===== config.mk =====
export PLATFORM = sky130hd
export DESIGN_NAME = register_file
export DESIGN_NICKNAME = d
export VERILOG_FILES = /design/src/rtl/register_file.sv
export SDC_FILE = /design/constraint.sdc
export NUM_CORES = 1
export LEC_CHECK = 0
export CORE_UTILIZATION = 57
export CTS_BUF_LIST = sky130_fd_sc_hd__clkbuf_2 sky130_fd_sc_hd__clkbuf_4 sky130_fd_sc_hd__clkbuf_8
export DETAILED_ROUTE_END_ITERATION = 7
export GPL_TIMING_DRIVEN = 0
export PLACE_DENSITY = 0.78
export SETUP_SLACK_MARGIN = 0.02
export SKIP_LAST_GASP = 1
export SYNTH_ARGS = -nofsm -noshare
export SYNTH_HDL_FRONTEND = slang
export SYNTH_SLANG_ARGS = --single-unit

===== constraint.sdc =====
create_clock -name clk -period 2.85 [get_ports clk]
set_input_delay 0.7125 -clock clk [delete_from_list [all_inputs] [get_ports clk]]
set_output_delay 0.7125 -clock clk [all_outputs]
set_load 0.01 [all_outputs]

===== src/rtl/register_file.sv =====
// Two-read, one-write register file with register 0 hardwired to zero.
// Reads are combinational; writes and reset take effect on the rising clock edge.
module register_file #(
  parameter int DATA_WIDTH = 8,
  parameter int ADDR_WIDTH = 5
) (
  input  logic                  clk,
  input  logic                  rst,
  input  logic [ADDR_WIDTH-1:0] A1,
  input  logic [ADDR_WIDTH-1:0] A2,
  input  logic [ADDR_WIDTH-1:0] A3,
  input  logic [DATA_WIDTH-1:0] WriteData,
  input  logic                  regWriteEnable,
  output logic [DATA_WIDTH-1:0] RD1,
  output logic [DATA_WIDTH-1:0] RD2
);

  localparam int DEPTH = 2 ** ADDR_WIDTH;

  logic [DATA_WIDTH-1:0] mem_q [DEPTH];
  logic [DATA_WIDTH-1:0] mem_d [DEPTH];

  // Next-state storage: reset wins over write, and entry 0 never holds anything but zero
  always_comb begin
    for (int i = 0; i < DEPTH; i++) begin
      mem_d[i] = mem_q[i];
    end
    if (rst) begin
      for (int i = 0; i < DEPTH; i++) begin
        mem_d[i] = {DATA_WIDTH{1'b0}};
      end
    end else if (regWriteEnable && (A3 != {ADDR_WIDTH{1'b0}})) begin
      mem_d[A3] = WriteData;
    end else begin
      mem_d[0] = {DATA_WIDTH{1'b0}};
    end
    mem_d[0] = {DATA_WIDTH{1'b0}};
  end

  // Storage flops
  always_ff @(posedge clk) begin
    for (int i = 0; i < DEPTH; i++) begin
      mem_q[i] <= mem_d[i];
    end
  end

  // Zero-latency read ports; address 0 is forced so it reads zero even before the first reset
  always_comb begin
    if (A1 == {ADDR_WIDTH{1'b0}}) begin
      RD1 = {DATA_WIDTH{1'b0}};
    end else begin
      RD1 = mem_q[A1];
    end
    if (A2 == {ADDR_WIDTH{1'b0}}) begin
      RD2 = {DATA_WIDTH{1'b0}};
    end else begin
      RD2 = mem_q[A2];
    end
  end

endmodule


; ---- After elaboration in Yosys (flattened, before gate mapping)
; Memory sizes are Yosys's and may differ from the RTL's.
; Index checks and enable logic that the tools add are counted.
[word_totals]
latch_bits = 0
output_inout_bits = 16
input_bits = 26
regBits = 0
rom_bits = 0
ram_bits = 256
memories = 1
[classes]
addsub = 0
n_lt_le_gt_ge = 2
n_mux = 7
eq_ne = 0
reduce_logical = 5
multipliers = 0
bitwise = 1
div = 0
shift = 0
[mem_list]
columns = name, depth, word_bits, rd, rd_clocked_by_memory_dff, wr, line
row1 = mem_q, 32, 8, 34, 0, 32, 20  ; logic [DATA_WIDTH-1:0] mem_q [DEPTH];
[op_table]
columns = cell, count
row1 = $mux 248, 2
row2 = $bwmux 256, 1
row3 = $demux 8 s5, 1
row4 = $mux 8, 3
row5 = $logic_not 5->1, 2
row6 = $ge 6x6->1 const B, 1
row7 = $lt 6x1->1 const B, 1
row8 = $not 5->6, 1
row9 = $reduce_bool 5->1, 1
row10 = $logic_and 1x1->1, 2

; ---- Longest topological paths before layout
[depth]
word_depth = 8
depth_mapped = 9

; ---- Least setup slack after synthesis
; Ideal clock, no wire load.
[synth_timing]
path_type = input-to-output
from = input A1[0]
to = output RD1[0]
cell_stages = 6
t_required_ps = 2138
t_arrival_ps = 2110
n_path_buf = 3
setup_slack_ps = 28
cell_sequence = buf_4 > buf_6 > buf_4 > mux4_2 > mux2i_1 > o221ai_1
[synth_via]
elab_chain_cells = 2
[synth_rtl]
columns = item, line
row1 = start: declaration, 9  ; input logic [ADDR_WIDTH-1:0] A1,
row2 = $mem_v2 32x8 or $logic_not 5->1 (tied branches), n/a
row3 = $mux 8 *, 49  ; if (A1 == {ADDR_WIDTH{1'b0}}) begin
row4 = end: declaration, 14  ; output logic [DATA_WIDTH-1:0] RD1,
; Mark *: on every way between the ends. The rest lies on a longest branch, timed or not.

; ---- Final worst setup path
[layout_timing]
from = input A1[0]
to = output RD1[3]
; Same word-level chain as after synthesis.

==> results.cfg <==
[worst_hold_path]
min_path_type = reg -> reg
holdPathStages = 2

[global_route]
grt_pass1_vias = 11226
grt-ovfl-total = 0
grt_max_degree = 12
gr-usage-all-layers_pct = 41.8
grt_pass1_wl_um = 72000
antenna_found_initial = 0

[cts]
insertion_delay_ns = 0.58
cts.sinks = 248
cts_max_level = 2
cts_inserted_buffers = 42
clkSlewWorstSetupHoldPaths_ns = 0.07
cts.root.buffer_cell = clkbuf_8
cts_tree = done
cts_hold_buffers = 0
cts_max_path_buffers = 3

[drt]
drc = 0
drtAntennaViolNets = 0
wire_per_inst_um = 29.6
routed_wl_um = 49200
wl_met1_um = 17900
met2_length_um = 20800
routed.top_layer = met4
vias = 11564
route.met3.wl_um = 6930
dr.first_iter.drc_count = 1650
drt_pass1_iterations = 5
vias_per_cell = 6.94

[placed_design]
place_ws_ns = -1.68
io_buffers = 30
dp_hpwl_um = 32900
place_congestion = 1.03

[floorplan]
core_area_mm2 = 0.0227
start_util_pct = 58.2
rows = 55
die-height_um = 154
io_pins = 42
dieArea_mm2 = 0.0238
die_x_um = 154

[yosys]
ys_dominant_reg_cell = dfxtp_1
synthesis.area_mm2 = 0.0132
synth_warnings = 0
ys_top_cells_by_area = dfxtp_1, mux2i_1, mux4_2
ys_types = 47
syn_area_per_cell_um2 = 10.7
synth.yosys.seq_area_share_pct = 37.6
syn-instance-count = 1233
netlist.top_cell.by_area = dfxtp_1
synth_nets = 1259
synthArstFlopShare_pct = 0
synth_seq_cells = 248
synth_edf_count = 0
synth_top_area_share_pct = 37.6

[worst_setup_path]
worstPathMaxFanout = 4
crit_arrival_ns = 2.54
crit_required_ns = 2.14
crit_buf_inv = 4
cp_slowest_stage_delay_ns = 0.55
cp_slowest_cell = mux4_2
worstSetupPathType = in -> out
cp-start-kind = input port
critical_path_depth = 8
path_delay_family = multiplexers
crit_path_end_kind = output port
crit_chain = buf_16 -> buf_8 -> buf_6 -> mux4_2 -> mux2i_4 -> a2111o_1 -> o221ai_2 -> buf_2
reg2reg_depth = 2

[pwr]
ir_drop_mv = 0.320
cellPowerDensity_mw_per_mm2 = 499
power_mw = 7.91
leakage_nw = 6.14

[timing]
setup_ws_ns = -0.398
grt_setup_unrepaired = true
tightestPinTransition_ns = 1.06
setup_viol = 16
worst_hold_slack_ns = 0.473
fin_crit_ns = 3.25
hold_viol = 0
maxSlewHeadroom_pct = 29.4
fmaxAchievable_mhz = 308
fin_crit_sh_pct = 114
skew_ns = 0
drv_slew = 0

[finish]
regMostFlops = mem_q
largest_reg_flops = 248
reg_top3 = mem_q: 248 flops
area_delta_synth_final_pct = 20.1
post-route-util_pct = 69.9
nets = 1376
drive_above_1_share_pct = 28.9

[run]
max-cap-violations = 0

[run_status]
status = complete, but fails checks
violations = negative setup slack
cells by family after synthesis:
family / count (synthesis) / share of synthesized area, %
simple gates: 368 / 12.1
flops: 248 / 37.6
mux: 384 / 40.0
compound gates: 112 / 5.91
buf+inv: 121 / 4.47
synthesized netlist by cell type, drive strengths merged (5+ instances only):
cell type,number
clkbuf,63
mux2,33
o221ai,8
inv,5
mux2i,245
a221oi,18
nand2,63
nand3,42
a2111o,8
o22ai,5
buf,53
mux4,106
a21oi,48
nor2b,6
o21ai,7
nor2,235
dfxtp,248
report_power, final:
part	switching [mW]	leakage [nW]	internal, mW
Combinational	0.606	3.67	0.371
Sequential	0.0213	2.00	3.49
Clock	1.55	0.478	1.88
Total	2.17	6.14	5.74
path summary, 6_finish.rpt:
kind	startpoint	to	slack (ns)
worst min-delay path	mem_q[18][3]	mem_q[18][3]	0.47
worst min register to register	mem_q[18][3]	mem_q[18][3]	0.47
worst max register to register	mem_q[9][0]	mem_q[9][0]	2.01
worst max-delay path	A1[0]	RD1[3]	-0.40
cell type report:
class | instances | area [µm²]
clock inverters | 11 | 90.1
well taps | 285 | 357
flip-flops and latches | 248 | 4960
repair buffers | 74 | 729
clock buffers | 63 | 792
multi-input cells | 864 | 8090
plain buffers | 115 | 818
diodes | 1 | 2.50
inverters | 5 | 18.8
fillers | 1621 | 6840
metrics by stage:
step	instances	area, µm²	setup TNS [ns]
2_1_floorplan	1233	13200	0
4_1_cts	1657	15600	-3.66
5_1_grt	1665	15900	-4.57
3_3_place_gp	1548	13900	-22.22
6_report	1666	15900	-4.47
3_5_place_dp	1548	13900	-22.90
placed cells by master (no fill, tap or decap), types with 9 or more instances in the layout:
cell type	synthesis	final
dfxtp_1	248	248
mux2i_1	245	226
nor2_1	219	215
mux4_2	90	98
nand2_1	63	62
clkbuf_1	61	53
clkbuf_8	0	52
a21oi_1	48	46
nand3_1	42	42
buf_2	24	29
buf_4	9	28
mux2_2	31	24
buf_6	5	22
buf_12	2	16
clkbuf_4	0	14
mux2i_4	0	13
nor2_2	9	13
clkdlybuf4s50_1	0	11
mux2_4	2	9
a221oi_1	16	9
layer usage:
layer  up-vias  track usage, %
met5         -               0
met1      5619            54.7
met3       254            12.0
li1       4767               -
met4         0            26.5
met2       924            61.0
what timing repair did:
item                                    4_1_cts  5_1_grt
gates cloned                                  3        1
hold endpoints to repair                      0        0
pin swaps                                    21       26
endpoints found under the setup margin       16       16
resized for setup                           231       40
buffers inserted                             33       10
tightest hold or removal path: stages (launching register included):
cell     delay [ns]
dfxtp_1        0.32
nand2_1        0.05
a21oi_1        0.05
No activity file was read; power rests on OpenSTA's default activity.
==> patch, RTL diff (same settings) <==
Add an input register stage for `A1`, `A2`, `A3`, `WriteData` and `regWriteEnable`; this delays them by one clock.
--- a/src/rtl/register_file.sv
+++ b/src/rtl/register_file.sv
@@ -19,2 +19,16 @@
 
+  logic [ADDR_WIDTH-1:0] A1_q;
+  logic [ADDR_WIDTH-1:0] A2_q;
+  logic [ADDR_WIDTH-1:0] A3_q;
+  logic [DATA_WIDTH-1:0] WriteData_q;
+  logic regWriteEnable_q;
+
+  always_ff @(posedge clk) begin
+    A1_q             <= A1;
+    A2_q             <= A2;
+    A3_q             <= A3;
+    WriteData_q      <= WriteData;
+    regWriteEnable_q <= regWriteEnable;
+  end
+
   logic [DATA_WIDTH-1:0] mem_q [DEPTH];
@@ -31,4 +45,4 @@
       end
-    end else if (regWriteEnable && (A3 != {ADDR_WIDTH{1'b0}})) begin
-      mem_d[A3] = WriteData;
+    end else if (regWriteEnable_q && (A3_q != {ADDR_WIDTH{1'b0}})) begin
+      mem_d[A3_q] = WriteData_q;
     end else begin
@@ -48,11 +62,11 @@
   always_comb begin
-    if (A1 == {ADDR_WIDTH{1'b0}}) begin
+    if (A1_q == {ADDR_WIDTH{1'b0}}) begin
       RD1 = {DATA_WIDTH{1'b0}};
     end else begin
-      RD1 = mem_q[A1];
+      RD1 = mem_q[A1_q];
     end
-    if (A2 == {ADDR_WIDTH{1'b0}}) begin
+    if (A2_q == {ADDR_WIDTH{1'b0}}) begin
       RD2 = {DATA_WIDTH{1'b0}};
     end else begin
-      RD2 = mem_q[A2];
+      RD2 = mem_q[A2_q];
     end
Function: changed (a bounded check fails within 4 cycles, from zero or initial values).
==> patch against the unedited design <==
- the run still ends with setup timing left
- synthesized area up 2.6%
- global-route usage up 2.0 points
- wire length up 7.8%
- power up 8.5%
- sequential cell count up 24
- synthesized cell count up 20%
- final area up 3.5%
- worst setup slack worse by 250 ps
- critical path type is now flop to output pin
==> patch: results (changes against the unedited design) <==
- Gate power share: 10.7% (-1.7 points)
- Worst setup endpoint: RD2[3]
- Worst-Skew Late Latency: 570 ps
- Post-DP Area: 14,400 sq um (+3.5%)
- Num CTS Buffers: 46 (+9.5%)
- Switching portion of total power: 26.2% (-1.3 points)
- Place WS: -941 ps (+742 ps)
- Post-synth top cells: dfxtp_1 (272), nand2_1 (264), a21oi_1 (259), o21ai_0 (128)
- Fraction of layout cells with a size suffix above 1: 22.4% (-6.5 points)
- Setup bufs post-CTS: 38 (+15%)
- WL/cell: 26.9 um (-8.9%)
- Number of DRC markers in iteration 0: 2,330 (+41%)
- Final WS setup: -652 ps (-254 ps)
- Hpwl dp: 37.3 mm (+13%)
- Post_cts resized: 199 (-14%)
- Min-delay src: mem_q[5][2]
- Largest net degree at the start of global routing: 12 (unchanged)
- TNS Setup: -8360 ps (-3880 ps)
- Combinational power: 0.920 mW (-5.9%)
- WHS Endpoint: mem_q[5][2]
- Failing checks: setup timing
- Syn_area_per_cell: 9.15 sq um (-15%)
- Post-Syn Nets: 1,507 (+20%)
- Peak supply drop: 426 uV (+33%)
- Filler cells: 1,794 (+11%)
- IO buf count: 40 (+33%)
- GR Util All Layers: 43.8% (+2.0 points)
- Drt via density: 6.97 (+0.37%)
- Status: complete, but fails checks
- Final setup viols: 16 (unchanged)
- Critical Path Start: A2_q[0]
- CP Max Fanout: 5 (+1)
- Capturing point of the worst reg2reg path: mem_q[8][4]
- Delay-heaviest family, CP: multiplexers
- Synth Area in Compound Gates: 17.5% (+12 points)
- CTS root buffer: clkbuf_8
- Post-Layout Cell Count: 1,970 (+18%)
- Fin nets: 1,641 (+19%)
- Leak pwr: 5.42 nW (-12%)
- Reg2Reg Launch Point: A3_q[3]
- WHS Path Cells: 2 (unchanged)
- DP Cell Count: 1,840 (+19%)
- Final Wtd Congestion: 1.07 (+3.4%)
- Antenna violations before repair: 1 (+1)
- Register area share after synthesis: 40.2% (+2.6 points)
- Largest regs: mem_q: 248 flops, WriteData_q: 8 flops
- Fin Hold WS: 478 ps (+5.10 ps)
- Worst-Margin Slew: 1160 ps (+104 ps)
- Synth top area cells: dfxtp_1 (40%), mux4_2 (19%), a21oi_1 (9.6%), nand2_1 (7.3%), o21ai_0 (4.7%)
- Reg2reg path depth: 5 (+3)
- Reg2reg setup slack: 260 ps (-1750 ps)
- Vias in the first global route: 12,900 (+15%)
- Critical path arrival: 2790 ps (+250 ps)
- Skew final: 21.0 ps (+21.0 ps)
- Xor and xnor area share after synthesis: 0% (unchanged)
- Post-synthesis mux area share: 23.9% (-16 points)
- Drt first pass iters: 6 (+1)
- Clk. pwr: 3.77 mW (+10%)
- Global-route wire length before repair: 78.3 mm (+8.7%)
- Synth unique cells: 33 (-30%)
patch: cell types whose count changed in the layout (fill, tap and decap cells not counted), moves of 16 or more:
cell / unedited run / this run
a21oi_1: 46 / 259
clkbuf_1: 53 / 109
dfxtp_1: 248 / 266
mux2i_1: 226 / 14
mux4_2: 98 / 114
nand2_1: 62 / 264
nand3_1: 42 / 122
nor2_1: 215 / 25
o21ai_0: 1 / 128
patch: per-layer routing:
layer	GRT usage (%)	vias up	wire, um
li1	-	5676	-
met1	55.3	6502	18300
met2	66.1	1230	22800
met3	11.8	317	7730
met4	29.2	0	4190
met5	0	-	0
patch: layout make-up:
class	instances	area, sq um	area share (%)
Inverter	4	15.0	0.0914
Sequential cell	272	5460	33.2
Clock inverter	10	75.1	0.457
Multi-Input combinational cell	1051	7660	46.6
Tap cell	319	399	2.43
Clock buffer	73	923	5.62
Buffer	150	898	5.47
Antenna cell	1	2.50	0.0152
Timing Repair Buffer	90	997	6.07
